`src/rtl/gnr_node_mc.sv`:
```
// Multi-channel Boolean GRN node: CHANNELS independent state copies of one gene,
// each with its own update divider and settle (stability) tracking.
module gnr_node_mc #(
  parameter int CHANNELS = 2,
  parameter int PERIOD_W = 2,
  parameter int STABLE_N = 4,
  parameter int STABLE_W = $clog2(STABLE_N + 1)
) (
  input  logic                         clk,
  input  logic                         rst,
  input  logic                         reset_nos,
  input  logic [CHANNELS-1:0]          start,
  input  logic [CHANNELS-1:0]          init_state,
  input  logic [CHANNELS*PERIOD_W-1:0] period,
  input  logic [CHANNELS-1:0]          next_e,
  output logic [CHANNELS-1:0]          s,
  output logic [CHANNELS-1:0]          changed,
  output logic [CHANNELS-1:0]          upd,
  output logic [CHANNELS-1:0]          stable,
  output logic                         all_stable
);

  localparam logic [STABLE_W-1:0] SMAX = STABLE_W'(STABLE_N);

  logic [PERIOD_W-1:0] r_cnt  [CHANNELS];
  logic [STABLE_W-1:0] r_scnt [CHANNELS];
  logic [CHANNELS-1:0] r_s;
  logic [CHANNELS-1:0] r_changed;
  logic [CHANNELS-1:0] r_upd;
  logic [CHANNELS-1:0] r_stable;
  logic                r_all_stable;

  logic [CHANNELS-1:0] w_fire;
  logic [CHANNELS-1:0] w_stable_nxt;

  always_comb begin
    w_fire       = '0;
    w_stable_nxt = '0;
    for (int unsigned i = 0; i < CHANNELS; i++) begin
      w_fire[i]       = start[i] && (r_cnt[i] == '0);
      // stable tracks the counter one cycle late; reset_nos clears it outright
      w_stable_nxt[i] = !reset_nos && (r_scnt[i] == SMAX);
    end
  end

  always_ff @(posedge clk or posedge rst) begin
    if (rst) begin
      r_s          <= '0;
      r_changed    <= '0;
      r_upd        <= '0;
      r_stable     <= '0;
      r_all_stable <= 1'b0;
      for (int unsigned i = 0; i < CHANNELS; i++) begin
        r_cnt[i]  <= '0;
        r_scnt[i] <= '0;
      end
    end else if (reset_nos) begin
      r_s          <= init_state;
      r_changed    <= '0;
      r_upd        <= '0;
      r_stable     <= '0;
      r_all_stable <= 1'b0;
      for (int unsigned i = 0; i < CHANNELS; i++) begin
        r_cnt[i]  <= '0;
        r_scnt[i] <= '0;
      end
    end else begin
      r_stable     <= w_stable_nxt;
      r_all_stable <= &w_stable_nxt;
      for (int unsigned i = 0; i < CHANNELS; i++) begin
        r_upd[i]     <= w_fire[i];
        r_changed[i] <= w_fire[i] && (next_e[i] != r_s[i]);
        if (start[i]) begin
          if (r_cnt[i] == '0)
            r_cnt[i] <= period[i*PERIOD_W +: PERIOD_W];
          else
            r_cnt[i] <= r_cnt[i] - PERIOD_W'(1);
        end
        if (w_fire[i]) begin
          r_s[i] <= next_e[i];
          if (next_e[i] != r_s[i])
            r_scnt[i] <= '0;
          else if (r_scnt[i] != SMAX)
            r_scnt[i] <= r_scnt[i] + STABLE_W'(1);
        end
      end
    end
  end

  assign s          = r_s;
  assign changed    = r_changed;
  assign upd        = r_upd;
  assign stable     = r_stable;
  assign all_stable = r_all_stable;

endmodule

```
`config.mk`:
```
export PLATFORM = sky130hd
export DESIGN_NAME = gnr_node_mc
export DESIGN_NICKNAME = d
export VERILOG_FILES = /design/src/rtl/gnr_node_mc.sv
export SDC_FILE = /design/constraint.sdc
export NUM_CORES = 1
export LEC_CHECK = 0
export ABC_AREA = 1
export CORE_MARGIN = 10
export CORE_UTILIZATION = 25
export CTS_BUF_LIST = sky130_fd_sc_hd__clkbuf_4 sky130_fd_sc_hd__clkbuf_8 sky130_fd_sc_hd__clkbuf_16
export DETAILED_ROUTE_END_ITERATION = 8
export PLACE_DENSITY = 0.47
export SETUP_SLACK_MARGIN = 0.2
export SYNTH_ARGS = -nofsm -noshare
export SYNTH_HDL_FRONTEND = slang
export SYNTH_SLANG_ARGS = --single-unit
```
`constraint.sdc`:
```
create_clock -name clk -period 1.48 [get_ports clk]
set_input_delay 0.37 -clock clk [delete_from_list [all_inputs] [get_ports clk]]
set_output_delay 0.37 -clock clk [all_outputs]
set_load 0.02 [all_outputs]
```
==> metrics, run 1 <==
final period utilization=0.835; DR WL/cell=11.1 um; Synth top area share=0.499; first-pass GRT wire length=3530 um; Place WS=-102 ps; gpl congestion=0.853; chip width=81.7 um; critical setup path kind=in -> reg; mapped cell area=952 sq um; Final Max Tran Viols=0; share of cells above drive strength 1=0.333; # hold bufs at CTS=0; Req. time, crit path=1630 ps; GRT overflow=0; setup ws final=244 ps; Fillers=387; Slew @ Worst Pin=248 ps; Syn Nets=128; top-count cell post-synth=nand2_1; boundary pin count=22; ys flop type=dfrtp_1; Layout Nets=168; max_slew headroom=0.835; Placed Cells=186; H-tree depth=1; final std cells w/o fill=198; Avg Inst Size Synth=8.58 sq um; post-route minimum period=1240 ps; VDD IR-drop max=820 uV; Post-synth EDFFs=0; vias in the first global route=778; top area cells in the synthesized netlist=dfrtp_1 (50%), nand2_1 (12%), ha_1 (5.3%), inv_1 (5.1%), nand3_1 (4.2%); status=complete, no violations; post-DR vias/cell=4.15; Max Clock Skew=1.50 ps; DRT iter0 DRCs=17; total track usage=0.0686; fmax=809 MHz; Root Driver=clkbuf_8; CTS tree=built; P_leak=0.000696 uW; crit path DAT=1390 ps; Longest Clk Path Bufs=2; register area=475 sq um; number of max-cap violations=0; Critical Path End Type=register; Core Box Area=0.00366 sq mm; sequential cell area fraction in the yosys report=0.499; Synth area leader=dfrtp_1; Finished Core Util=0.384; FFs w/ async S/R, synth=1.00; Buffers on Ports=21; CP startpoint kind=primary input; Final Hold Vio Count=0; initial antenna violation count=0; Synth cell types=19; multi-input logic area=435 sq um; Synth Instances=111; Worst Hold Class=in -> async; Chip Height=81.7 um; clk_lat worst skew=250 ps; vias after detailed routing=821; #FFs+latches synth=19; endpoints failing setup=0; antenna fix cells=0; Crit Path Max Fanout=13; DP HPWL=1610 um; Syn-to-layout area delta=47.8%; Rows=22; r2r setup slk=240 ps; pwr/cell area=864 mW/mm^2; commonest cells in the synthesized netlist=nand2_1 (31), dfrtp_1 (19), inv_1 (13); Worst-path clk slew=70 ps; drt pass-1 iters=3; # DRC=0; DRT Wirelength=2190 um; Num CTS Buffers=3; RSZ-0062 raised after global routing=true; Syn. warnings=0; Antenna Nets Post-Route=0; starting density of the core=0.260; largest net degree at the start of global routing=20; CTS sink count=19; die area=0.00668 sq mm
==> placed cells by master (no fill, tap or decap) <==
master and count:
dlymetal6s2s_1 1, buf_6 1, buf_2 3, clkdlybuf4s15_2 5, nor3_1 1, nand3_1 6
clkbuf_8 3, nand2_4 3, nand3_2 2, nand2_2 5, a21oi_1 2, inv_2 6
clkbuf_2 1, ha_4 2, clkdlybuf4s50_1 11, inv_6 1, inv_1 9, dfrtp_1 19
ha_1 2, nor2_1 8, nand2_1 29, clkbuf_4 1, o211ai_1 2, o21ai_0 4
o21ai_1 5, buf_4 15, nor2_4 2, xnor2_1 1
==> routing by layer <==
metal  global-route usage  vias to the layer above  part of all wire
li1                     -                      421                 -
met1               0.0793                      377              0.45
met2                0.106                       19              0.48
met3               0.0371                        4             0.058
met4               0.0238                        0             0.011
met5                    0                        -                 0
==> through the flow <==
step	hold WS [ps]	TNS, ps	total power, uW	area [sq um]
floorplan	321	0	710	952
global placement	514	-94.2	805	1260
detailed placement	516	-447	809	1260
CTS	439	0	1200	1310
global route	450	0	1300	1410
finish	432	0	1220	1410
==> critical path, stage by stage <==
cell	delay [ps]
clkdlybuf4s50_1	420
buf_6	150
inv_6	110
nand2_1	80
nand2_2	120
inv_2	40
nand2_1	50
nand2_1	40
==> repair_timing <==
action | in CTS | in global routing
setup buffers | 0 | 8
endpoints found under the setup margin | 10 | 12
resized for setup | 28 | 18
pin swaps | 0 | 8
==> cells by family (layout without fill, tap and decap cells) <==
family / Yosys count / count (layout) / synth area share
compound gates: 13 / 13 / 0.0736
xor+xnor: 1 / 1 / 0.00920
fa+ha+maj: 4 / 4 / 0.0526
buf+inv: 18 / 57 / 0.0959
flops: 19 / 19 / 0.499
simple gates: 56 / 56 / 0.269
==> area by class of cell <==
cell class / count / area share
multi-input combinational: 74 / 0.309
inverter: 16 / 0.0462
sequential: 19 / 0.338
timing repair buffer: 37 / 0.229
tap: 48 / 0.0427
clock buffer: 4 / 0.0347
==> flip-flops by register name (all words and copies together), names as in the netlist <==
name,cells
stable,2
upd,2
r_scnt,6
all_stable,1
r_cnt,4
changed,2
s,2
==> where the power goes <==
part           internal (uW)  switching (uW)  leakage (uW)
Combinational            124             137      0.000414
Sequential               550            24.5      0.000255
Clock                    210             171     0.0000262
==> path summary, 6_finish.rpt <==
kind	startpoint	end	cells after the start
setup / recovery	reset_nos	r_scnt[5]$_DFFE_PP0P_	8
hold reg to reg	r_scnt[4]$_DFFE_PP0P_	r_scnt[4]$_DFFE_PP0P_	2
max in group asynchronous	rst	s[1]$_DFFE_PP0P_	3
min in group clk	next_e[0]	s[0]$_DFFE_PP0P_	3
hold / removal	rst	stable[0]$_DFF_PP0_	3
setup reg to reg	r_scnt[3]$_DFFE_PP0P_	r_scnt[5]$_DFFE_PP0P_	9
(Power assumes the default switching activity.)
==> run 2: changes to the inputs <==
Settings changed: PLACE_DENSITY 0.47 to 0.48.
Clock period 1.48 ns to 1.1 ns, I/O delays scaled along.
==> metrics, run 2 (synthesis results as in run 1) <==
DRT Wirelength=2510 um (+14%); CP startpoint kind=register; number of max-cap violations=0 (unchanged); post-DR vias/cell=4.21 (+1.6%); Buffers on Ports=21 (unchanged); CTS tree=built; Layout Nets=185 (+10%); gpl congestion=0.707 (-17%); die area=0.00668 sq mm (unchanged); starting density of the core=0.260 (unchanged); P_leak=0.000818 uW (+18%); DRT iter0 DRCs=20 (+3); max reg flops=6 (unchanged); most common cell after layout, fill and taps aside=buf_4; critical setup path kind=reg -> out; total track usage=0.0758 (+0.00720); Syn-to-layout area delta=75.0%; Num CTS Buffers=3 (unchanged); vias after detailed routing=906 (+10%); clk_lat worst skew=260 ps (about the same); Req. time, crit path=820 ps (-810 ps); endpoints failing setup=7 (+7); Worst Hold Class=in -> async; Root Driver=clkbuf_8; chip width=81.7 um (unchanged); post-route minimum period=1180 ps; Worst-path clk slew=70 ps (about the same); pwr/cell area=1090 mW/mm^2 (+26%); RSZ-0062 raised after global routing=true; initial antenna violation count=0 (unchanged); status=complete, but fails checks; H-tree depth=1 (unchanged); CTS sink count=19 (unchanged); fmax=845 MHz; largest net degree at the start of global routing=20 (unchanged); share of cells above drive strength 1=0.515 (+0.182); drt pass-1 iters=4 (+1); VDD IR-drop max=857 uV (+4.5%); largest reg by FF count=r_scnt; setup ws final=-83.7 ps (-327 ps); r2r setup slk=-80 ps (-330 ps); Max Clock Skew=3.92 ps (+2.42 ps); GRT overflow=0 (unchanged); DR WL/cell=11.7 um (+5.3%); DP HPWL=1760 um (+9.0%); Fillers=337 (-13%); Core Box Area=0.00366 sq mm (unchanged); Largest regs=r_scnt x6, r_cnt x4; vias in the first global route=897 (+15%); Antenna Nets Post-Route=0 (unchanged); Final Max Tran Viols=0 (unchanged); Rows=22 (unchanged); Critical Path End Type=primary output; boundary pin count=22 (unchanged); Setup TNS Final=-296 ps (-296 ps); Crit Path Max Fanout=2 (-11); Slew @ Worst Pin=236 ps (-11.9 ps); Longest Clk Path Bufs=2 (unchanged); Chip Height=81.7 um (unchanged); violated checks=setup timing; Worst R2R End=r_scnt[2]$_DFFE_PP0P_; final period utilization=1.08; # DRC=0 (unchanged); most frequent cells in the layout=buf_4 (24), nand2_1 (21), dfrtp_1 (19); crit path DAT=910 ps (-480 ps); r2r worst-path depth=9 (unchanged); worst flop-to-flop path startpoint=r_scnt[0]$_DFFE_PP0P_; antenna fix cells=0 (unchanged); max_slew headroom=0.842 (+0.00673); Design Power=1820 uW (+50%); first-pass GRT wire length=4000 um (+13%); Final Hold Vio Count=0 (unchanged)
run 2: cell types whose count changed in the layout (fill, tap and decap cells not counted), sizes merged:
cell | before | now
inv | 16 | 17
dlymetal6s2s | 1 | 0
clkbuf | 5 | 4
dlygate4sd2 | 0 | 5
clkdlybuf4s50 | 11 | 7
buf | 19 | 41
clkdlybuf4s15 | 5 | 0
run 2: metal layers:
metal,routed length [um],vias to the layer above,track usage
met4,27,0,0.0255
met1,1020,426,0.0884
met3,157,2,0.0207
met2,1310,17,0.131
met5,0,-,0
li1,-,461,-
run 2: critical path, cell delays in order, from the launching register on:
cell and delay, ps:
dfrtp_1 410, buf_6 120, buf_6 120
run 2: power breakdown:
part / switching (uW) / internal (uW) / total, uW
clock network: 239 / 282 / 521
logic: 248 / 280 / 528
registers: 30.3 / 739 / 770
total: 517 / 1300 / 1820
run 2: timing repair:
action / in CTS / in global routing
hold buffers: 0 / 0
gates resized for setup: 86 / 25
setup buffers: 8 / 5
setup endpoints to repair: 28 / 26
pin swaps: 13 / 18
gates cloned: 1 / 0
run 2: worst max path at each step:
stage,from,endpoint,slack [ps],cells after the start
global placement,reset_nos,r_cnt[3]$_DFFE_PP0P_,-330,7
global route,r_scnt[0]$_DFFE_PP0P_,r_scnt[2]$_DFFE_PP0P_,-160,9
CTS,r_scnt[0]$_DFFE_PP0P_,r_scnt[2]$_DFFE_PP0P_,-90,9
floorplan,r_scnt[0]$_DFFE_PP0P_,r_scnt[2]$_DFFE_PP0P_,-10,9
finish,s[1]$_DFFE_PP0P_,s[1],-80,2
detailed placement,reset_nos,r_cnt[1]$_DFFE_PP0P_,-340,7
run 2: layout make-up:
| class | instances | area (sq um) | area share |
|---|---|---|---|
| clock buffers | 4 | 48.8 | 0.0293 |
| inverters | 16 | 67.6 | 0.0405 |
| multi-input cells | 74 | 514 | 0.309 |
| flip-flops and latches | 19 | 475 | 0.285 |
| well taps | 48 | 60.1 | 0.0360 |
| repair buffers | 53 | 494 | 0.297 |
| repair inverters | 1 | 6.26 | 0.00375 |
run 2: stage by stage:
stage	setup slack, ps	std cells	util	area (sq um)	hold WS [ps]
5_1_grt	-159	215	0.455	1670	330
2_1_floorplan	-12.4	111	-	952	226
3_5_place_dp	-344	197	0.369	1350	539
6_report	-83.7	215	0.455	1670	326
3_3_place_gp	-335	197	0.369	1350	541
4_1_cts	-89.1	210	0.423	1550	329
==> run 3: changes to the inputs <==
Settings changed: HOLD_SLACK_MARGIN set to 0.08.
==> results of run 3 <==
The final DEF is identical to that of run 2; final timing and power are the same.
